`config.mk`:
```
export PLATFORM = sky130hd
export DESIGN_NAME = x1spi_slv
export DESIGN_NICKNAME = d
export VERILOG_FILES = /design/src/rtl/x1spi_slv.sv
export SDC_FILE = /design/constraint.sdc
export NUM_CORES = 1
export LEC_CHECK = 0
export CORE_ASPECT_RATIO = 1.75
export CORE_MARGIN = 4
export CORE_UTILIZATION = 34
export DETAILED_ROUTE_END_ITERATION = 10
export GPL_ROUTABILITY_DRIVEN = 0
export PLACE_DENSITY = 0.57
export SLEW_MARGIN = 20
export SYNTH_ARGS = -nofsm -noshare
export SYNTH_HDL_FRONTEND = slang
export SYNTH_SLANG_ARGS = --single-unit
```
`constraint.sdc`:
```
create_clock -name i_clk -period 8.54 [get_ports i_clk]
set_input_delay 1.708 -clock i_clk [delete_from_list [all_inputs] [get_ports i_clk]]
set_output_delay 1.708 -clock i_clk [all_outputs]
set_load 0.05 [all_outputs]
```
`src/rtl/x1spi_slv.sv`:
```
// SPI mode-0 read slave: command, 24-bit address, dummy bytes, then streamed
// read data, all handled in the i_clk domain behind 2-flop synchronizers.
module x1spi_slv #(
   parameter logic [7:0]  RD_CMD  = 8'hAA,
   parameter int unsigned DUM_NUM = 3
) (
   input  logic        i_clk,
   input  logic        i_rst,
   input  logic        i_sclk,
   input  logic        i_cs_n,
   input  logic        i_si,
   output logic        o_so,
   output logic        o_so_oe,
   output logic [7:0]  o_cmd,
   output logic [23:0] o_addr,
   output logic        o_hdr_vld,
   output logic        o_rd_req,
   input  logic [7:0]  i_rd_data,
   output logic        o_busy,
   output logic        o_end
);

   typedef enum logic [2:0] {
      IDLE, CMD, ADDR, DUMMY, DATA, IGNORE
   } state_t;

   localparam logic [5:0] DUM_LAST = 6'(DUM_NUM * 8 - 1);

   state_t      state_q;
   logic [2:0]  sclk_q;
   logic [2:0]  cs_q;
   logic [1:0]  si_q;
   logic [1:0]  vld_q;
   logic        arm_q;
   logic [5:0]  cnt_q;
   logic [22:0] sh_q;
   logic [7:0]  out_q;
   logic        ld_q;
   logic        so_q;
   logic        oe_q;
   logic [7:0]  cmd_q;
   logic [23:0] addr_q;
   logic        hdr_q;
   logic        rd_q;
   logic        busy_q;
   logic        end_q;

   logic        sclk_rise;
   logic        sclk_fall;
   logic        cs_fall;
   logic        cs_rise;
   logic [23:0] shin;

   assign sclk_rise = sclk_q[1] & ~sclk_q[2];
   assign sclk_fall = ~sclk_q[1] & sclk_q[2];
   // Only arm on a cs_n seen high after the synchronizer holds real samples,
   // so a cs_n already low when reset releases cannot start a transfer.
   assign cs_fall   = arm_q & ~cs_q[1] & cs_q[2];
   assign cs_rise   = cs_q[1] & ~cs_q[2];
   assign shin      = {sh_q, si_q[1]};

   always_ff @(posedge i_clk or posedge i_rst) begin
      if (i_rst) begin
         state_q <= IDLE;
         sclk_q  <= 3'b000;
         cs_q    <= 3'b111;
         si_q    <= 2'b00;
         vld_q   <= 2'b00;
         arm_q   <= 1'b0;
         cnt_q   <= '0;
         sh_q    <= '0;
         out_q   <= '0;
         ld_q    <= 1'b0;
         so_q    <= 1'b0;
         oe_q    <= 1'b0;
         cmd_q   <= '0;
         addr_q  <= '0;
         hdr_q   <= 1'b0;
         rd_q    <= 1'b0;
         busy_q  <= 1'b0;
         end_q   <= 1'b0;
      end else begin
         sclk_q <= {sclk_q[1:0], i_sclk};
         cs_q   <= {cs_q[1:0], i_cs_n};
         si_q   <= {si_q[0], i_si};
         vld_q  <= {vld_q[0], 1'b1};
         arm_q  <= arm_q | (vld_q[1] & cs_q[1]);
         hdr_q  <= 1'b0;
         end_q  <= 1'b0;
         ld_q   <= 1'b0;
         rd_q   <= ld_q;
         if (cs_rise) begin
            end_q   <= (state_q != IDLE);
            state_q <= IDLE;
            cnt_q   <= '0;
            busy_q  <= 1'b0;
            oe_q    <= 1'b0;
            so_q    <= 1'b0;
            rd_q    <= 1'b0;
         end else begin
            unique case (state_q)
               IDLE: begin
                  if (cs_fall) begin
                     state_q <= CMD;
                     cnt_q   <= '0;
                     busy_q  <= 1'b1;
                  end
               end
               CMD: begin
                  if (sclk_rise) begin
                     sh_q <= shin[22:0];
                     if (cnt_q == 6'd7) begin
                        cmd_q   <= shin[7:0];
                        cnt_q   <= '0;
                        state_q <= (shin[7:0] == RD_CMD) ? ADDR : IGNORE;
                     end else begin
                        cnt_q <= cnt_q + 6'd1;
                     end
                  end
               end
               ADDR: begin
                  if (sclk_rise) begin
                     sh_q <= shin[22:0];
                     if (cnt_q == 6'd23) begin
                        addr_q <= shin;
                        hdr_q  <= 1'b1;
                        rd_q   <= 1'b1;
                        if (DUM_NUM != 0) begin
                           state_q <= DUMMY;
                           cnt_q   <= '0;
                        end else begin
                           state_q <= DATA;
                           oe_q    <= 1'b1;
                           cnt_q   <= 6'd7;
                        end
                     end else begin
                        cnt_q <= cnt_q + 6'd1;
                     end
                  end
               end
               DUMMY: begin
                  if (sclk_rise) begin
                     if (cnt_q == DUM_LAST) begin
                        state_q <= DATA;
                        oe_q    <= 1'b1;
                        cnt_q   <= 6'd7;
                     end else begin
                        cnt_q <= cnt_q + 6'd1;
                     end
                  end
               end
               DATA: begin
                  // cnt_q==7 means the current byte is exhausted: reload
                  if (sclk_fall) begin
                     if (cnt_q == 6'd7) begin
                        out_q <= i_rd_data;
                        so_q  <= i_rd_data[7];
                        ld_q  <= 1'b1;
                        cnt_q <= '0;
                     end else begin
                        out_q <= {out_q[6:0], 1'b0};
                        so_q  <= out_q[6];
                        cnt_q <= cnt_q + 6'd1;
                     end
                  end
               end
               IGNORE: begin
               end
               default: state_q <= IDLE;
            endcase
         end
      end
   end

   assign o_so      = so_q;
   assign o_so_oe   = oe_q;
   assign o_cmd     = cmd_q;
   assign o_addr    = addr_q;
   assign o_hdr_vld = hdr_q;
   assign o_rd_req  = rd_q;
   assign o_busy    = busy_q;
   assign o_end     = end_q;

endmodule

```
After elaboration in Yosys (flattened, before gate mapping):

Index checks and enable logic that the tools add are counted.

* add/subtract/negate cells: 1
* equal/unequal tests: 17
* muxes and demuxes: 45
* bitwise logic cells: 12
* reduce and logical (&&, ||, !) cells: 21

Operator list (number)
* $mux 6: 9
* $pmux 6 s5: 1
* $mux 3: 9
* $mux 1: 24
* $ne 3x3->1 const B: 8
* $pmux 3 s5: 1
* $reduce_bool 2->1: 7
* $reduce_and 3->1: 3
* $eq 8x8->1 const B: 1
* $reduce_and 4->1: 2
* $reduce_and 8->1: 1
* $mux 7: 1
* $add 6x1->6 const B: 1
* $and 1x1->1: 6
* $eq 3x2->1 const B: 2
* $eq 3x3->1 const B: 2
* $eq 6x3->1 const B: 1
* $eq 6x5->1 const B: 1
* $reduce_and 6->1: 1
* $reduce_bool 6->1: 1
* $not 1->1: 5
* $reduce_and 2->1: 2
* $reduce_or 2->1: 2
* $eq 3x1->1 const B: 1
* other kinds (4): 4

* flip-flop bits (word level): 89
* input port bits: 13
* output and inout bits: 38
* word-level logic and storage cells: 114

Logic depth before layout (Yosys ltp):

Gate-level depths: netlist of the first run.

* word-level depth: 6
* gate-level depth with buffers: 7
* mapped depth without buffers: 6

Worst setup path before layout of the first run:

Ideal clock, no wire load.

* kind: flip-flop to flip-flop
* start point: reg cnt_q[0]
* end point: reg addr_q[10], in the netlist o_addr[10]
* library setup time: 0.125 ns
* arrival time: 2.226 ns
* data required time: 8.415 ns
* path slack: 6.189 ns
* stages on the path, launching flop included: 8
* buffers on the path: 2
* period minus slack after synthesis: 2.351 ns
* cell sequence: dfrtp_1 -> ha_1 -> nand2_2 -> or4b_1 -> buf_2 -> nor4_4 -> buf_6 -> mux2_4

* word-level cells in the longest chain between the ends: 2

RTL lines
* start: declaration: RTL line 35 `logic [5:0] cnt_q;`
* start signal: assignment: RTL line 117 `cnt_q <= cnt_q + 6'd1;`
* start signal: assignment: RTL line 137 `cnt_q <= cnt_q + 6'd1;`
* start signal: assignment: RTL line 148 `cnt_q <= cnt_q + 6'd1;`
* $eq 6x5->1: RTL line 124 `if (cnt_q == 6'd23) begin`
* $reduce_and 4->1 (no source line)
* end signal: assignment: RTL line 125 `addr_q <= shin;`
* end: declaration: RTL line 42 `logic [23:0] addr_q;`

Every way passes these cells.
A chain may end at the register's enable or synchronous reset.

Worst setup path in the final report of the first run:

* start point: reg addr_q[3], in the netlist o_addr[3]
* end point: out o_addr[3]

RTL lines
* end: declaration: RTL line 15 `output logic [23:0] o_addr,`

No word-level cell between the ends.

==> summary.md, run 1 <==
| Metric | Value |
|---|---|
| Max Buffers Root-to-Sink | 2 |
| Slew Limit Headroom | 47.3% |
| Skew-Pair Late Insertion Delay | 0.34 ns |
| Static Leakage | 2.09 nW |
| Wire per inst | 15.8 µm |
| Final WL | 7.34 mm |
| Core footprint | 0.0107 mm² |
| WL met2 | 3.99 mm |
| WS Path Type | reg2out |
| Commonest non-fill, non-tap cell in the layout | dfrtp_1 |
| Residual DRC | 0 |
| CP top delay family | buffers and inverters |
| Post-layout nets | 343 |
| Design area | 0.00467 mm² |
| Port Buffers | 50 |
| Synth Area in Compound Gates | 5.09% |
| Maxcap violations | 0 |
| Simple-gate share of the synthesized area | 10.9% |
| Largest net degree at the start of global routing | 90 |
| Crit path depth | 1 |
| # hold bufs at CTS | 0 |
| Fin. max-slew vios | 0 |
| Initial antenna violation count | 0 |
| Worst setup EP type | output port |
| Metal3 WL | 150 µm |
| Data arrival, critical path | 1.53 ns |
| # setup viols final | 0 |
| Largest family of logic cells by synthesized area | multiplexers |
| Final hold violations | 0 |
| Post-DP HPWL | 4.93 mm |
| Multiplexer share of the synthesized area | 20.7% |
| Largest fanout on the critical path | 2 |
| Final Util | 43.6% |
| Synth Instances | 276 |
| Diodes inserted | 0 |
| Setup TNS | 0 ns |
| Syn avg cell area | 13.4 µm² |
| Main area contributors after synthesis | dfrtp_1, mux2_2, mux2_4, nand2_1, mux2i_1 |
| Worst path buffer plus inverter count | 1 |
| Vias/cell | 4.89 |
| Pwr/cell area | 226 mW/mm² |
| CTS tree | yes |
| Seq/Total Area, Yosys | 60.1% |
| Synthesis-stage register bit count | 89 |
| CTS Buf Count | 9 |
| Iteration-0 DRC Markers | 131 |
| Critical-path cell list | clkdlybuf4s50_1 |
| Required time worst endpoint | 6.83 ns |
| Antenna-violating nets left | 0 |
| Fmax | 309 MHz |
| Period minus WS final | 3.24 ns |
| Post_cts resized | 0 |
| Post-synthesis cell type count | 41 |
| Outcome | finished, final reports clean |
| GRT Util Overall | 12.5% |
| Multi-input logic area | 0.00141 mm² |
| Synth Area in XOR/XNOR | 0.472% |
| RSZ-0062 raised after global routing | no |
| Syn nets | 290 |
| Vias | 2271 |
| Chip width | 87.0 µm |
| Ports | 51 |
| Post-CTS setup buffers | 0 |
| Largest stage delay, worst path | 0.82 ns |
| Area leader, netlist | dfrtp_1 |
| Hold-critical path depth | 0 |
| Tot Pwr | 1.05 mW |
| Most frequent cells in the layout | dfrtp_1, clkdlybuf4s50_1, mux2_2 |
| CTS HTree Levels | 3 |
| # fillers | 981 |
| Clk root buf | clkbuf_16 |
| DIE AREA | 0.0127 mm² |
| Async S/R FF share, synth | 100% |
| Wire length on met1 | 3.00 mm |
| Row count | 50 |
| Tcrit/Tclk final | 37.9% |
| Clk pin slew, worst setup/hold paths | 0.06 ns |
| Syn-to-layout area delta | 25.8% |
| IR drop worst, VDD | 0.000115 V |
| Mapped Area | 0.00371 mm² |
| Register Area | 0.00223 mm² |
| First-pass GRT wire length | 12.6 mm |
| Placed cell area | 0.00435 mm² |
| Die height | 146 µm |
| CP startpoint kind | flop |
| Adder-Cell Fraction of Synth Area | 0.337% |
| Post-synth top flop | dfrtp_1 |
| Synth warn | 0 |
| Worst hold-check path type | reg2reg |
| Pin slew with the least headroom to its limit | 0.790 ns |
| Cells on worst reg2reg path | 6 |
| Yosys top cell area share | 58.0% |
| EDFF count, synth | 0 |
| Vias in the first global route | 2508 |
| Worst Skew | 0.00850 ns |
| Slowest CP cell | clkdlybuf4s50_1 |
| Global-route congestion overflow total | 0 |
| Clk sinks | 89 |
| Starting Density | 34.7% |
| Share of cells above drive strength 1 | 25.4% |
| Top Layer Used | met4 |
| DR pass1 iterations | 2 |
-- synth_stat cells, drive strengths merged, types with 3 or more instances --
cell type	instances
a21oi	3
buf	9
clkbuf	3
dfrtp	86
dfstp	3
inv	4
mux2	55
mux2i	8
nand2	30
nor2	11
nor2b	3
nor3	9
nor4	5
o211ai	3
o21ai	12
or4	5
-- metrics by stage --
step | instances | hold slack, ns | worst slack (ns)
4_1_cts | 464 | 0.350 | 5.28
2_1_floorplan | 276 | 0.331 | 4.53
3_3_place_gp | 448 | 0.335 | 5.36
6_report | 464 | 0.348 | 5.30
3_5_place_dp | 448 | 0.336 | 5.35
5_1_grt | 464 | 0.352 | 5.25
-- power breakdown --
| part | total [mW] | switching [mW] | leakage (nW) | internal, mW |
|---|---|---|---|---|
| sequential | 0.500 | 0.0397 | 1.18 | 0.460 |
| clock | 0.412 | 0.157 | 0.152 | 0.255 |
| combinational | 0.141 | 0.0807 | 0.761 | 0.0607 |
| total | 1.05 | 0.277 | 2.09 | 0.775 |
-- cell families after synthesis --
family                     Yosys count
and+or+nand+nor                     75
buffers and inverters               16
AOI/OAI and AO/OA                   29
DFF                                 89
muxes                               63
other                                1
adders and majority gates            1
xor gates and xnor gates             2
-- registers in the layout, summed over array words and instances, names as in the netlist, 3 cells and up --
| name | cells |
|---|---|
| sh_q | 23 |
| o_addr | 24 |
| state_q | 3 |
| cs_q | 3 |
| sclk_q | 3 |
| cnt_q | 6 |
| out_q | 7 |
| o_cmd | 8 |
-- area by class of cell --
class                      instances  area share [%]
sequential                        89            47.8
tap                              130            3.48
multi-input combinational        171            30.3
clock inverter                     6            1.77
inverter                           4           0.348
timing repair buffer              54            11.4
clock buffer                      10            4.90
-- metal layers --
layer  vias to the layer above  track usage, %
li1                       1081               -
met1                      1145            15.2
met2                        32            21.1
met3                        13            2.32
met4                         0            5.62
met5                         -               0
-- worst reg2reg max path: stages, from the launching register on --
cell and delay (ns):
dfrtp_1 0.42, ha_1 0.23, nand2_2 0.10, or4b_1 0.65, nor4_4 0.28, buf_4 0.46
mux2_2 0.40
-- final timing paths --
path	startpoint	to	slack [ns]
max	o_addr[3]	o_addr[3]	5.30
min	sclk_q[0]	sclk_q[1]	0.35
max reg2reg	cnt_q[0]	o_addr[20]	5.87
min reg2reg	sclk_q[0]	sclk_q[1]	0.35
max in group asynchronous	i_rst	sh_q[3]	6.10
min in group asynchronous	i_rst	out_q[3]	1.92
Note: power is estimated with default switching activity, not from simulation.
==> run 2: changes to the inputs <==
==> constraint.sdc (replaced) <==
create_clock -name i_clk -period 3.3 [get_ports i_clk]
set_input_delay 0.66 -clock i_clk [delete_from_list [all_inputs] [get_ports i_clk]]
set_output_delay 0.66 -clock i_clk [all_outputs]
set_load 0.05 [all_outputs]
==> run 2 against run 1 <==
  * Global-route usage is 0.35 points lower
  * Routed wire length is 1.1% lower
  * First-iteration DRC count is 9.9% lower
  * Sequential share of layout area is 0.44 points lower
  * Sequential cell count stayed put
  * Hold slack worse by 0.0013 ns
  * Clock-buffer cell count is 2 higher
==> summary.md, run 2 (synthesized netlist as in run 1, its figures left out) <==
| Metric | Value |
|---|---|
| Clk pin slew, worst setup/hold paths | 0.06 ns (about the same) |
| Most frequent cells in the layout | dfrtp_1, clkdlybuf4s50_1, mux2_2 (unchanged) |
| Final WL | 7.26 mm (was 7.34 mm) |
| CP top delay family | simple AND/OR/NAND/NOR gates (was buffers and inverters) |
| Largest stage delay, worst path | 0.63 ns (was 0.82 ns) |
| Syn-to-layout area delta | 27.0% (was 25.8%) |
| WS Path Type | reg2reg (was reg2out) |
| Int Pwr | 2.06 mW (was 0.775 mW) |
| Row count | 50 (unchanged) |
| GRT Util Overall | 12.2% (was 12.5%) |
| Switching fraction of total power | 25.6% (was 26.3%) |
| Wire per inst | 15.6 µm (was 15.8 µm) |
| Share of cells above drive strength 1 | 25.8% (was 25.4%) |
| R2r endpoint | o_addr[21] (was o_addr[20]) |
| Initial antenna violation count | 0 (unchanged) |
| Worst path buffer plus inverter count | 1 (unchanged) |
| Reg power frac | 46.7% (was 47.5%) |
| RSZ-0062 raised after global routing | no (unchanged) |
| Clk root buf | clkbuf_16 (unchanged) |
| Hold-critical path depth | 0 (unchanged) |
| Placed cell area | 0.00438 mm² (was 0.00435 mm²) |
| Post_cts resized | 0 (unchanged) |
| Ports | 51 (unchanged) |
| Slowest CP cell | or4b_1 (was clkdlybuf4s50_1) |
| Commonest non-fill, non-tap cell in the layout | dfrtp_1 (unchanged) |
| Worst hold-check path type | reg2reg (unchanged) |
| Setup TNS | 0 ns (unchanged) |
| Global-route congestion overflow total | 0 (unchanged) |
| Design area | 0.00471 mm² (was 0.00467 mm²) |
| Hold endpoint | si_q[1] (was sclk_q[1]) |
| Worst Skew | 0.00784 ns (was 0.00850 ns) |
| CTS HTree Levels | 3 (unchanged) |
| Cells on worst reg2reg path | 6 (unchanged) |
| Residual DRC | 0 (unchanged) |
| Flop-to-flop setup slack | 0.72 ns (was 5.87 ns) |
| Vias/cell | 4.94 (was 4.89) |
| Hold Path Origin | si_q[0] (was sclk_q[0]) |
| Static Leakage | 2.12 nW (was 2.09 nW) |
| Vias in the first global route | 2409 (was 2508) |
| Slew Limit Headroom | 57.0% (was 47.3%) |
| Die height | 146 µm (unchanged) |
| CTS tree | yes (unchanged) |
| Largest register FFs | 24 (unchanged) |
| Dpl cells | 451 (was 448) |
| Vias | 2309 (was 2271) |
| Largest net degree at the start of global routing | 54 (was 90) |
| Port Buffers | 50 (unchanged) |
| Clk sinks | 89 (unchanged) |
| Post-CTS setup buffers | 0 (unchanged) |
| Combinational Power Share | 13.6% (was 13.4%) |
| DIE AREA | 0.0127 mm² (unchanged) |
| Clock power frac | 39.8% (was 39.1%) |
| Starting Density | 34.7% (unchanged) |
| NetSw | 0.708 mW (was 0.277 mW) |
| Tcrit/Tclk final | 78.1% |
| Required time worst endpoint | 3.51 ns (was 6.83 ns) |
| Tot Pwr | 2.77 mW (was 1.05 mW) |
| Maxcap violations | 0 (unchanged) |
| First-pass GRT wire length | 12.0 mm (was 12.6 mm) |
| Iteration-0 DRC Markers | 118 (was 131) |
| DR pass1 iterations | 5 (was 2) |
| Pwr/cell area | 587 mW/mm² (was 226 mW/mm²) |
| Period minus WS final | 2.58 ns |
| Post-layout nets | 346 (was 343) |
| Pin slew with the least headroom to its limit | 0.641 ns (was 0.790 ns) |
| # hold bufs at CTS | 0 (unchanged) |
| # fillers | 984 (was 981) |
| Worst setup EP type | flop (was output port) |
| Largest fanout on the critical path | 26 (was 2) |
| Fin. max-slew vios | 0 (unchanged) |
| Diodes inserted | 0 (unchanged) |
| Core footprint | 0.0107 mm² (unchanged) |
| Antenna-violating nets left | 0 (unchanged) |
| Data arrival, critical path | 2.79 ns (was 1.53 ns) |
| CP startpoint kind | flop (unchanged) |
| Final hold violations | 0 (unchanged) |
| CTS Buf Count | 9 (unchanged) |
| Skew-Pair Late Insertion Delay | 0.33 ns (was 0.34 ns) |
| Non-Filler Instances | 467 (was 464) |
| Fmax | 388 MHz |
| IR drop worst, VDD | 0.000375 V (was 0.000115 V) |
| Critical-path cell list | ha_1 -> nand2_2 -> or4b_1 -> nor4_4 -> buf_4 -> mux2_2 (was clkdlybuf4s50_1) |
| Reg2reg start | cnt_q[0] (unchanged) |
| Chip width | 87.0 µm (unchanged) |
| Outcome | finished, final reports clean (unchanged) |
| Max Buffers Root-to-Sink | 2 (unchanged) |
| # setup viols final | 0 (unchanged) |
| Post-DP HPWL | 5.04 mm (was 4.93 mm) |
==> run 2: cell count changes in the layout (fill, tap and decap cells not counted), sizes merged <==
cell      previous run  this run
buf                  4         7
clkbuf              10        12
clkinv               4         2
clkinvlp             1         0
inv                  3         4
==> run 2: final cells by class <==
class,instances,area [µm²],share of cell area [%]
Clock buffer,12,256,5.44
Inverter,4,16.3,0.345
Multi-Input combinational cell,171,1410,29.8
Sequential cell,89,2230,47.3
Clock inverter,4,73.8,1.57
Tap cell,130,163,3.45
Timing Repair Buffer,57,566,12.0
==> run 2: worst max path at each step <==
| stage | start | to | slack, ns | cells past startpoint |
|---|---|---|---|---|
| 6_report | cnt_q[0] | o_addr[21] | 0.72 | 6 |
| 5_1_grt | cnt_q[0] | o_addr[22] | 0.61 | 6 |
| 4_1_cts | cnt_q[0] | o_addr[21] | 0.71 | 6 |
| 3_5_place_dp | cnt_q[0] | o_addr[21] | 0.73 | 6 |
| 3_3_place_gp | cnt_q[0] | o_addr[18] | 0.80 | 6 |
| 2_1_floorplan | i_rst | arm_q | 0.34 | 1 |
==> run 2: per-stage QoR <==
step | setup WS, ns | utilization [%] | hold slack (ns)
3_3_place_gp | 0.803 | 41.0 | 0.334
2_1_floorplan | 0.338 | - | 0.331
4_1_cts | 0.710 | 44.0 | 0.350
5_1_grt | 0.611 | 44.0 | 0.353
6_report | 0.722 | 44.0 | 0.347
3_5_place_dp | 0.734 | 41.0 | 0.336
==> run 2: layer usage <==
layer | track usage, % | share of wire (%)
met1 | 14.9 | 43
met2 | 20.2 | 52
met3 | 2.32 | 2.8
met4 | 5.77 | 1.9
met5 | 0 | 0
==> run 2: power groups by stage <==
stage / Sequential, mW / Combinational [mW] / Clock [mW]
2_1_floorplan: 1.30 / 0.270 / 0
3_3_place_gp: 1.31 / 0.371 / 0
3_5_place_dp: 1.31 / 0.382 / 0
4_1_cts: 1.29 / 0.383 / 1.13
5_1_grt: 1.31 / 0.425 / 1.18
6_report: 1.29 / 0.375 / 1.10
==> run 3: changes to the inputs <==
==> constraint.sdc (replaced) <==
create_clock -name i_clk -period 2.39 [get_ports i_clk]
set_input_delay 0.478 -clock i_clk [delete_from_list [all_inputs] [get_ports i_clk]]
set_output_delay 0.478 -clock i_clk [all_outputs]
set_load 0.05 [all_outputs]
==> run 3 against run 2 <==
  * Final cell count is 1.7% higher
  * Register-to-register slack lost 0.59 ns
  * Setup slack lost 0.59 ns
  * Cell area grew 1.4%
  * Clock skew decreased by 0.0017 ns
  * Sequential share of layout area down 0.66 points
  * Routed wire length up 6.0%
  * Clock power up 25%
  * Total power grew 34%
  * Critical path type unchanged
  * Critical endpoint is now o_addr[2]
==> summary.md, run 3 (synthesized netlist as in run 1, its figures left out) <==
| Metric | Value |
|---|---|
| Multi-input logic area | 0.00142 mm² (was 0.00141 mm²) |
| Clk root buf | clkbuf_16 (unchanged) |
| Largest register FFs | 24 (unchanged) |
| Clk sinks | 89 (unchanged) |
| Hold Path Origin | si_q[0] (unchanged) |
| Setup TNS | 0 ns (unchanged) |
| Global-route congestion overflow total | 0 (unchanged) |
| First-pass GRT wire length | 13.0 mm (was 12.0 mm) |
| Final WL | 7.70 mm (was 7.26 mm) |
| Pwr/cell area | 774 mW/mm² (was 587 mW/mm²) |
| Static Leakage | 2.15 nW (was 2.12 nW) |
| Row count | 50 (unchanged) |
| Largest stage delay, worst path | 0.54 ns (was 0.63 ns) |
| # fillers | 969 (was 984) |
| Cells on worst reg2reg path | 6 (unchanged) |
| Worst setup EP type | flop (unchanged) |
| Critical-path cell list | ha_1 -> nand2_2 -> or4b_4 -> nor4_4 -> clkbuf_16 -> mux2_4 (was ha_1 -> nand2_2 -> or4b_1 -> nor4_4 -> buf_4 -> mux2_2) |
| Iteration-0 DRC Markers | 110 (was 118) |
| Final hold violations | 0 (unchanged) |
| Outcome | finished, final reports clean (unchanged) |
| Largest net degree at the start of global routing | 51 (was 54) |
| Residual DRC | 0 (unchanged) |
| DR pass1 iterations | 4 (was 5) |
| Skew-Pair Late Insertion Delay | 0.34 ns (was 0.33 ns) |
| CTS HTree Levels | 3 (unchanged) |
| Share of cells above drive strength 1 | 28.1% (was 25.8%) |
| Hold endpoint | si_q[1] (unchanged) |
| Final Util | 44.7% (was 44.0%) |
| Final WS setup | 0.128 ns (was 0.722 ns) |
| Max Buffers Root-to-Sink | 2 (unchanged) |
| Pin slew with the least headroom to its limit | 0.506 ns (was 0.641 ns) |
| Design area | 0.00478 mm² (was 0.00471 mm²) |
| Ports | 51 (unchanged) |
| CP startpoint kind | flop (unchanged) |
| Worst Skew | 0.00617 ns (was 0.00784 ns) |
| # setup viols final | 0 (unchanged) |
| IR drop worst, VDD | 0.000429 V (was 0.000375 V) |
| Fin. max-slew vios | 0 (unchanged) |
| Flop-to-flop setup slack | 0.13 ns (was 0.72 ns) |
| Slowest CP cell | or4b_4 (was or4b_1) |
| Chip width | 87.0 µm (unchanged) |
| CTS Buf Count | 9 (unchanged) |
| Vias in the first global route | 2575 (was 2409) |
| Register Area | 0.00223 mm² (unchanged) |
| R2r endpoint | o_addr[2] (was o_addr[21]) |
| Die height | 146 µm (unchanged) |
| Clk pin slew, worst setup/hold paths | 0.06 ns (about the same) |
| Worst hold-check path type | reg2reg (unchanged) |
| GRT Util Overall | 13.2% (was 12.2%) |
| Vias | 2348 (was 2309) |
| Starting Density | 34.7% (unchanged) |
| CTS tree | yes (unchanged) |
| Core footprint | 0.0107 mm² (unchanged) |
| RSZ-0062 raised after global routing | no (unchanged) |
| Diodes inserted | 0 (unchanged) |
| Post-CTS setup buffers | 0 (unchanged) |
| Port Buffers | 50 (unchanged) |
| Post_cts resized | 0 (unchanged) |
| Initial antenna violation count | 0 (unchanged) |
| Required time worst endpoint | 2.61 ns (was 3.51 ns) |
| Reg2reg start | cnt_q[0] (unchanged) |
| Fmax | 442 MHz (was 388 MHz) |
| Placed cell area | 0.00445 mm² (was 0.00438 mm²) |
| WS Path Type | reg2reg (unchanged) |
| Most frequent cells in the layout | dfrtp_1, clkdlybuf4s50_1, mux2_2 (unchanged) |
| Data arrival, critical path | 2.48 ns (was 2.79 ns) |
| DIE AREA | 0.0127 mm² (unchanged) |
| Tcrit/Tclk final | 94.6% (was 78.1%) |
| Post-layout nets | 354 (was 346) |
| CP top delay family | simple AND/OR/NAND/NOR gates (unchanged) |
| Post-DP HPWL | 5.29 mm (was 5.04 mm) |
| Period minus WS final | 2.26 ns (was 2.58 ns) |
| Hold-critical path depth | 0 (unchanged) |
| Worst path buffer plus inverter count | 1 (unchanged) |
| Syn-to-layout area delta | 28.8% (was 27.0%) |
| Slew Limit Headroom | 66.0% (was 57.0%) |
| Vias/cell | 4.94 (about the same) |
| Antenna-violating nets left | 0 (unchanged) |
| Setup WS pre-CTS | 0.0329 ns (was 0.734 ns) |
| Commonest non-fill, non-tap cell in the layout | dfrtp_1 (unchanged) |
| Wire per inst | 16.2 µm (was 15.6 µm) |
| Maxcap violations | 0 (unchanged) |
| Largest fanout on the critical path | 13 (was 26) |
| # hold bufs at CTS | 0 (unchanged) |
run 3: worst max-delay path by stage:
stage / slack [ns] / endpoint / depth (start not counted) / from
after CTS: 0.01 / o_addr[21] / 6 / cnt_q[0]
after detailed placement: 0.03 / o_addr[21] / 6 / cnt_q[0]
final: 0.13 / o_addr[2] / 6 / cnt_q[0]
after global routing: 0.02 / o_addr[16] / 6 / cnt_q[0]
after global placement: 0.1 / o_addr[17] / 6 / cnt_q[0]
after floorplan: 0.04 / o_addr[10] / 7 / cnt_q[0]
run 3: per-stage QoR:
stage / hold slack, ns / power, mW / cells
final: 0.347 / 3.70 / 475
after global routing: 0.352 / 3.91 / 475
after CTS: 0.350 / 3.74 / 474
after detailed placement: 0.336 / 2.36 / 458
after global placement: 0.332 / 2.33 / 458
after floorplan: 0.331 / 2.17 / 276
run 3: routing by layer:
| metal | vias up | global-route usage (%) | routed length, µm |
|---|---|---|---|
| li1 | 1110 | - | - |
| met1 | 1176 | 16.2 | 3130 |
| met2 | 43 | 21.5 | 4090 |
| met3 | 19 | 3.16 | 238 |
| met4 | 0 | 6.63 | 249 |
| met5 | - | 0 | 0 |
run 3: worst reg2reg max path, stage by stage, from the launching register on:
cell       delay (ns)
dfrtp_1          0.42
ha_1             0.23
nand2_2          0.09
or4b_4           0.54
nor4_4           0.29
clkbuf_16        0.27
mux2_4           0.31
run 3: final cells by class:
type / count / area share [%]
Clock buffer: 11 / 4.87
Clock inverter: 5 / 1.18
Inverter: 4 / 0.393
Multi-Input combinational cell: 171 / 29.7
Sequential cell: 89 / 46.7
Tap cell: 130 / 3.40
Timing Repair Buffer: 65 / 13.7
run 3: where the power goes:
| part | internal (mW) | switching [mW] | total, mW |
|---|---|---|---|
| sequential | 1.64 | 0.122 | 1.77 |
| combinational | 0.240 | 0.321 | 0.561 |
| clock | 0.809 | 0.564 | 1.37 |
| total | 2.69 | 1.01 | 3.70 |
